[src/rtl/serial_adder.sv]
// rtl/serial_adder.sv - bit-serial adder built around a single full adder, one bit pair per clock
module full_adder (
    input  logic a,
    input  logic b,
    input  logic cin,
    output logic s,
    output logic cout
);

    // One-bit sum and majority carry
    assign s    = a ^ b ^ cin;
    assign cout = (a & b) | (a & cin) | (b & cin);

endmodule

module serial_adder #(
    parameter int WIDTH = 8
) (
    input  logic             clk,
    input  logic             rst,
    input  logic             start,
    input  logic [WIDTH-1:0] a,
    input  logic [WIDTH-1:0] b,
    input  logic             cin,
    output logic             busy,
    output logic             done,
    output logic [WIDTH-1:0] sum,
    output logic             cout
);

    // One extra bit keeps the counter non-degenerate when WIDTH is 1
    localparam int CW = $clog2(WIDTH) + 1;

    typedef enum logic [1:0] {
        IDLE = 2'd0,
        RUN  = 2'd1,
        DONE = 2'd2
    } state_t;

    state_t           state;
    state_t           state_next;
    logic             accept;
    logic [WIDTH-1:0] a_sh;
    logic [WIDTH-1:0] b_sh;
    logic [WIDTH-1:0] psum;
    logic [WIDTH-1:0] psum_next;
    logic             carry;
    logic [CW-1:0]    cnt;
    logic             last_bit;
    logic             fa_s;
    logic             fa_cout;

    full_adder u_fa (
        .a    (a_sh[0]),
        .b    (b_sh[0]),
        .cin  (carry),
        .s    (fa_s),
        .cout (fa_cout)
    );

    assign last_bit = (cnt == CW'(WIDTH - 1));

    // busy/done come straight from the state register, so they never depend on inputs
    assign busy = (state == RUN);
    assign done = (state == DONE);

    // State register
    always_ff @(posedge clk) begin
        if (rst) begin
            state <= IDLE;
        end else begin
            state <= state_next;
        end
    end

    // Next-state logic; a start is honoured only from IDLE or DONE, never mid-RUN
    always_comb begin
        state_next = state;
        accept     = 1'b0;
        case (state)
            IDLE: begin
                if (start) begin
                    accept     = 1'b1;
                    state_next = RUN;
                end
            end
            RUN: begin
                if (last_bit) begin
                    state_next = DONE;
                end
            end
            DONE: begin
                if (start) begin
                    accept     = 1'b1;
                    state_next = RUN;
                end else begin
                    state_next = IDLE;
                end
            end
            default: state_next = IDLE;
        endcase
    end

    // Partial sum after this cycle's bit; written bitwise so WIDTH=1 needs no special case
    always_comb begin
        psum_next            = psum >> 1;
        psum_next[WIDTH-1]   = fa_s;
    end

    // Operand/carry/partial-sum datapath and the result registers
    always_ff @(posedge clk) begin
        if (rst) begin
            a_sh  <= '0;
            b_sh  <= '0;
            psum  <= '0;
            carry <= 1'b0;
            cnt   <= '0;
            sum   <= '0;
            cout  <= 1'b0;
        end else if (accept) begin
            a_sh  <= a;
            b_sh  <= b;
            psum  <= '0;
            carry <= cin;
            cnt   <= '0;
        end else if (state == RUN) begin
            a_sh  <= a_sh >> 1;
            b_sh  <= b_sh >> 1;
            psum  <= psum_next;
            carry <= fa_cout;
            cnt   <= cnt + CW'(1);
            if (last_bit) begin
                sum  <= psum_next;
                cout <= fa_cout;
            end
        end
    end

endmodule

[config.mk]
export PLATFORM = sky130hd
export DESIGN_NAME = serial_adder
export DESIGN_NICKNAME = d
export VERILOG_FILES = /design/src/rtl/serial_adder.sv
export SDC_FILE = /design/constraint.sdc
export NUM_CORES = 1
export LEC_CHECK = 0
export CORE_UTILIZATION = 45
export DETAILED_ROUTE_END_ITERATION = 8
export GPL_TIMING_DRIVEN = 0
export PLACE_DENSITY = 0.74
export REMOVE_ABC_BUFFERS = 1
export SETUP_SLACK_MARGIN = 0.02
export SYNTH_ARGS = -nofsm -noshare
export SYNTH_HDL_FRONTEND = slang
export SYNTH_SLANG_ARGS = --single-unit
export TNS_END_PERCENT = 50
[constraint.sdc]
create_clock -name clk -period 1.2 [get_ports clk]
set_clock_uncertainty 0.1 [all_clocks]
set_input_delay 0.24 -clock clk [delete_from_list [all_inputs] [get_ports clk]]
set_output_delay 0.24 -clock clk [all_outputs]
set_load 0.005 [all_outputs]
== Word level (Yosys, flattened, before mapping) ==
Index checks and enable logic that the tools add are counted.
Word-level totals
  flip-flop bits (word level): 40
  output and inout bits: 11
Operators by class
  add/subtract/negate cells: 1
  equality and inequality tests: 5
  multiplexer cells: 12
  bitwise operators: 8
  reductions and logical operators: 6
Operators by type and width (number)
  8-bit two-way mux: 4
  2-bit case mux with 3 select lines: 1
  1-bit two-way mux: 5
  4-bit by 1-bit adder with 4-bit output (second input constant): 1
  4-bit by 3-bit equality test with 1-bit output (second input constant): 1
  2-bit two-way mux: 2
  2-bit OR reduction: 2
  1-bit bitwise AND: 3
  3-bit AND reduction: 1
  2-bit by 1-bit equality test with 1-bit output (second input constant): 1
  2-bit equality test (second input constant): 1
  2-bit logical NOT: 1
  2-bit by 1-bit inequality test with 1-bit output (second input constant): 1
  2-bit inequality test (second input constant): 1
  1-bit bitwise OR: 2
  2-bit AND reduction: 1
  2-bit nonzero test: 1
  1-bit XOR: 2
  1-bit inverter: 1

== Logic depth before layout (Yosys ltp) ==
  word-level depth: 5
  mapped depth: 5

== Hierarchy ==
Synthesis repeated with hierarchy kept, for this count alone.
Second synthesis, totals
  cells, all modules: 179
  area total of the unflattened synthesis: 1554.0 um^2
By module, submodules not included
  serial_adder: times used 1, cells an instance 178, area an instance 1534.0 um^2, seq. area each 780.7 um^2
  full_adder: times used 1, cells an instance 1, area an instance 20.0 um^2, seq. area each 0.0 um^2

== Worst setup path after synthesis ==
No wires, ideal clock.
  path type: reg-to-reg
  start point: register cnt[0]
  end point: register cout
  library setup time: 72 ps
  arrival time: 1114 ps
  required time: 1028 ps
  slack: -86 ps
  cell stages (with the launch flop): 5
  buffers on the path: 0
  path through: dfxtp_1 > ha_1 > nand3b_1 > nor2_4 > mux2i_1
On the way
  cells in the longest elaborated chain, start to end: 2
Ends and longest elaborated chain
  start: declaration: line 48  | logic [CW-1:0] cnt;
  start signal: assignment: line 131  | cnt <= cnt + CW'(1);
  4-bit by 3-bit equality test with 1-bit output: line 61  | assign last_bit = (cnt == CW'(WIDTH - 1));
  3-bit AND reduction (no source line)
  end signal: assignment: line 134  | cout <= fa_cout;
  end: declaration: line 28  | output logic cout
No other way between the ends.
A chain may end at the register's enable or synchronous reset.

== Final worst setup path ==
  start point: register state[0]
  end point: output busy
On the way
  cells in the longest elaborated chain, start to end: 1
Ends and longest elaborated chain
  start: declaration: line 40  | state_t state;
  start signal: assignment: line 72  | state <= state_next;
  2-bit by 1-bit equality test with 1-bit output: line 64  | assign busy = (state == RUN);
  end: declaration: line 25  | output logic busy,
No other way between the ends.

==> flow_summary.ini <==
[setup_path]
slowest_delay_ns = 0.36
arrival_ns = 1.11
cp_slowest_cell = dfxtp_4
rr_worst_depth = 8
timing.critical_path.mode_cell = buf_6
r2r_end = psum[2]
crit_buf_inv = 3
start_kind = register
critPathCaptureType = output pin
cp_cell_sequence = buf_6 > nand2b_4 > clkinv_8 > buf_6
reg2reg_from = state[0]
path_max_fanout = 2
critPathTopFamily = flip-flops
r2r_slack_ns = -0.23
cp.required_ns = 0.86
crit_type = register to output pin

[final_layout]
instances_no_fill = 277
regArea_um2 = 802
num_antenna_cells = 0
fin_area_um2 = 2450
mostFrequentLayoutCells = nand2_1 (41), dfxtp_1 (24), clkdlybuf4s50_1 (17)
final_common_cell = nand2_1
n_fill_cell = 214
multi_input_area_um2 = 987
syn2layout_area_growth_pct = 57.7
drive_above_1_share_pct = 43.8
layout.nets = 254

[global_route]
grt_overflow_total = 0
grt_max_degree = 18
track_usage_pct = 28.7
grt_pass1_vias = 1585
grt_pass1_wl_um = 7420
antenna_found_initial = 0

[routing]
drt_pass1_iterations = 4
vias = 1597
drt_iter0_drc = 67
wire_per_inst_um = 17.9
avgViaCountPerCell = 5.77
detail-route-antenna-nets = 0
drc = 0
wl_um = 4950

[sta]
fin_crit_sh_pct = 121
rsz0062_at_grt = true
whs_ns = 0.332
layout_setup_ws_ns = -0.250
slew_violations = 0
fmax_mhz = 690
fin_crit_ns = 1.45
max-slew-margin-rel_pct = 65.1
worst_pin_slew_ns = 0.524
finalHoldViolCount = 0
finalSetupViolations = 40

[clock_tree]
clockRootBuffer = clkbuf_4
numCtsBuffers = 5
htree_levels = 2
cts.sinks = 39
clock_latency_ns = 0.36
ctsHoldBuffers = 0
clkTransAtPathRegs_ns = 0.11
clock_path_buffers = 2
cts_tree = yes

[run_status]
violations = negative setup slack
status = finished, violations left

[synth]
ys_seq_area_share_pct = 50.3
synth_seq_cells = 39
syn_area_um2 = 1550
yosys_warnings = 0
synthCells = 180
synth-async-reset-ratio_pct = 0
yosysUniqueCellTypes = 27
synth_ff_type = dfxtp_1
synth_edf_count = 0
avgSynthCellArea_um2 = 8.62

[power]
power_density_nw_per_um2 = 1100
p_leak_nw = 0.872
ir_worst_vdd_uv = 798
report.power.total_w = 0.00269

[job]
maxCapViolations = 0

[place]
numPlacedInstances = 241
dpl-instance-area_um2 = 1840
hpwl_um = 2040
numPortBuffers = 30
gp_congestion = 0.649

[worst_hold_path]
hold_class = input pin to register
hold_path_depth = 3
hold_start = a[7]
min_to = a_sh[7]

[floorplanning]
coreArea_um2 = 3150
start_util_pct = 49.2
dieWidth_um = 60.7
boundaryPins = 31
rows = 20
fp.dieH_um = 60.7
dieArea_um2 = 3690
cell families (layout without fill, tap and decap cells):
family / count (synthesis) / in the layout / share of synthesized area, %
buffers and inverters: 15 / 63 / 5.00
adders and majority gates: 2 / 2 / 2.10
and+or+nand+nor: 78 / 83 / 22.6
AOI/OAI and AO/OA: 34 / 34 / 12.4
xor gates and xnor gates: 2 / 2 / 1.13
muxes: 10 / 10 / 6.45
DFF: 39 / 39 / 50.3
timing repair:
action | 4_1_cts | 5_1_grt
gates resized for setup | 117 | 20
setup buffers | 17 | 4
cloned | 8 | 0
pin swaps | 21 | 7
setup endpoints to repair | 50 | 47
through the flow:
stage / TNS [ns] / worst slack [ns] / utilization [%]
global placement: -52.11 / -1.89 / 58.3
detailed placement: -55.02 / -1.96 / 58.3
finish: -6.76 / -0.250 / 77.6
global route: -8.75 / -0.307 / 77.6
CTS: -4.50 / -0.241 / 74.2
floorplan: -29.81 / -1.04 / -
synthesized netlist by cell type, types with 2 or more instances:
cell type	instances	area share (%)
nand3_1	5	1.6
dfxtp_1	39	50
nand3b_1	2	0.97
o21ai_0	5	1.6
a21oi_1	14	4.5
mux2i_1	10	6.5
clkbuf_1	3	0.73
nor2_1	3	0.73
a22oi_1	3	1.5
nand2_1	44	11
o22ai_1	8	3.2
buf_2	8	2.6
nor3_1	18	5.8
nand2b_1	2	0.81
a31oi_1	4	1.6
layout make-up:
| type | count | area share [%] |
|---|---|---|
| Multi-Input combinational cell | 131 | 40.4 |
| Clock buffer | 7 | 1.84 |
| Clock inverter | 1 | 0.205 |
| Timing Repair inverter | 2 | 0.870 |
| Sequential cell | 39 | 32.8 |
| Tap cell | 44 | 2.25 |
| Timing Repair Buffer | 51 | 20.7 |
| Inverter | 2 | 0.972 |
flip-flops by register name, summed over array words and instances, names as in the netlist:
name   count
cnt        4
psum       7
a_sh       8
state      2
b_sh       8
carry      1
cout       1
sum        8
tightest hold or removal path: cells and delay by family:
kind	cells	cell delay [ns]
buffers and inverters	1	0.39
AND/OR/NAND/NOR	1	0.07
AO/OA/AOI/OAI	1	0.05
how the worst max path moves through the flow:
stage	startpoint	slack [ns]	cells after the start	end
after floorplan	state[1]	-1.04	4	a_sh[0]
after global placement	state[1]	-1.89	3	busy
after detailed placement	state[1]	-1.96	3	busy
after CTS	state[0]	-0.24	4	busy
after global routing	state[0]	-0.31	7	sum[3]
final	state[0]	-0.25	4	busy
where the power goes:
group | switching [W] | leakage, nW | internal, W
clock network | 0.000449 | 0.0293 | 0.000229
logic | 0.000303 | 0.517 | 0.000301
registers | 0.0000543 | 0.326 | 0.00136
per-layer routing:
| layer | vias up | track usage (%) | part of all wire (%) |
|---|---|---|---|
| met4 | 0 | 16.6 | 4.7 |
| met5 | - | 0 | 0 |
| met1 | 742 | 30.6 | 36 |
| li1 | 735 | - | - |
| met2 | 97 | 49.9 | 51 |
| met3 | 23 | 8.96 | 8.6 |
Note: power is estimated with default switching activity, not from simulation.
==> patch: new RTL, config.mk and constraints unchanged <==
The 3 states of `state_t` get a one-hot encoding in 3 bits.
--- a/src/rtl/serial_adder.sv
+++ b/src/rtl/serial_adder.sv
@@ -32,8 +32,8 @@
     localparam int CW = $clog2(WIDTH) + 1;
 
-    typedef enum logic [1:0] {
-        IDLE = 2'd0,
-        RUN  = 2'd1,
-        DONE = 2'd2
+    typedef enum logic [2:0] {
+        IDLE = 3'b001,
+        RUN  = 3'b010,
+        DONE = 3'b100
     } state_t;
 
Check against the original RTL: no difference found for any inputs over 10 cycles, from zero or initial values and one cycle with rst high; not proved beyond that.
==> patch against the unedited design <==
The run still ends with negative setup slack left. Final area grew 10%. Combinational power shrank 19%. Worst setup slack lost 290 ps. Die area grew 9.0%. Final cell count grew 11%. Sequential cell count grew 1. Synthesized cell count grew 16%. Critical path depth grew 2. Wire length grew 30%. Count of clock-buffer cells in the layout is the same. Synthesized area grew 9.3%. Total power grew 9.0%.
==> patch: results <==
{
  "post_cts_buffers": 22,
  "ys_top_cells_by_area": "dfxtp_1 47%, nand2_1 11%, a311oi_1 7.7%, a21oi_1 6.8%, nor3_1 4.7%",
  "pg_comb_mw": 0.490,
  "p_leak_nw": 1.01,
  "wl_per_cell_um": 21.0,
  "status": "complete, but fails checks",
  "grt_pass1_vias": 1822,
  "synth.mux.area_fraction": 0,
  "critPathMaxFanout": 4,
  "dr_total_vias": 1954,
  "dpl.hpwl_mm": 2.13,
  "worst_slew_pin_slew_ps": 842,
  "track_usage": 0.298,
  "worst_slack_ps": -543,
  "drt_first_pass_iters": 5,
  "synth.avg_cell_area_um2": 8.15,
  "dp_cells": 265,
  "hp-class": "flip-flop to flip-flop",
  "setup_viol": 45,
  "hold_start": "psum[1]",
  "vias_per_cell": 6.36,
  "cts-resized-gates": 78,
  "fill_cells": 225,
  "crit_start": "state[0]",
  "clk_pin_slew_ps": 80,
  "ys_top_cells_by_count": "48 x nand2_1, 40 x dfxtp_1, 23 x a21oi_1",
  "arrival_ps": 1840,
  "drt_iter0_drc": 204,
  "final.setup.tns_ps": -16900,
  "synthXorXnorAreaFrac": 0.0155,
  "hold_slack_ps": 359,
  "violations": "negative setup slack",
  "fin_nets": 283,
  "cp-endpoint": "b_sh[4]",
  "stdcell_area_um2": 2700,
  "routabilityCongestion": 0.678,
  "ys_seq_area_frac": 0.472
}
==> patch: changes by cell type after synthesis, sizes merged, moves of 3 or more <==
cell    change
nand3       +7
nand2       +4
a31oi       -4
o21ai       +8
clkbuf      +8
nor2        -3
o22ai       -8
a311oi     +15
a21oi       +9
a22oi       -3
mux2i      -10
==> patch: routing by layer <==
| layer | vias up | part of all wire | global-route usage |
|---|---|---|---|
| met4 | 0 | 0.055 | 0.205 |
| met3 | 35 | 0.081 | 0.0870 |
| li1 | 848 | - | - |
| met5 | - | 0 | 0 |
| met1 | 936 | 0.39 | 0.357 |
| met2 | 135 | 0.47 | 0.455 |
==> patch: worst max-delay path: stages, from the launching register on <==
cell and delay (ps):
dfxtp_4 370, or3b_4 460, inv_12 100, buf_12 100, buf_16 110, nand2_4 50, a311oi_2 330
==> patch: cell type report <==
type,instances,share of cell area
clock buffer,7,0.0357
tap,46,0.0213
timing repair inverter,3,0.00974
inverter,3,0.00881
multi-input combinational,151,0.409
sequential,40,0.304
timing repair buffer,57,0.212
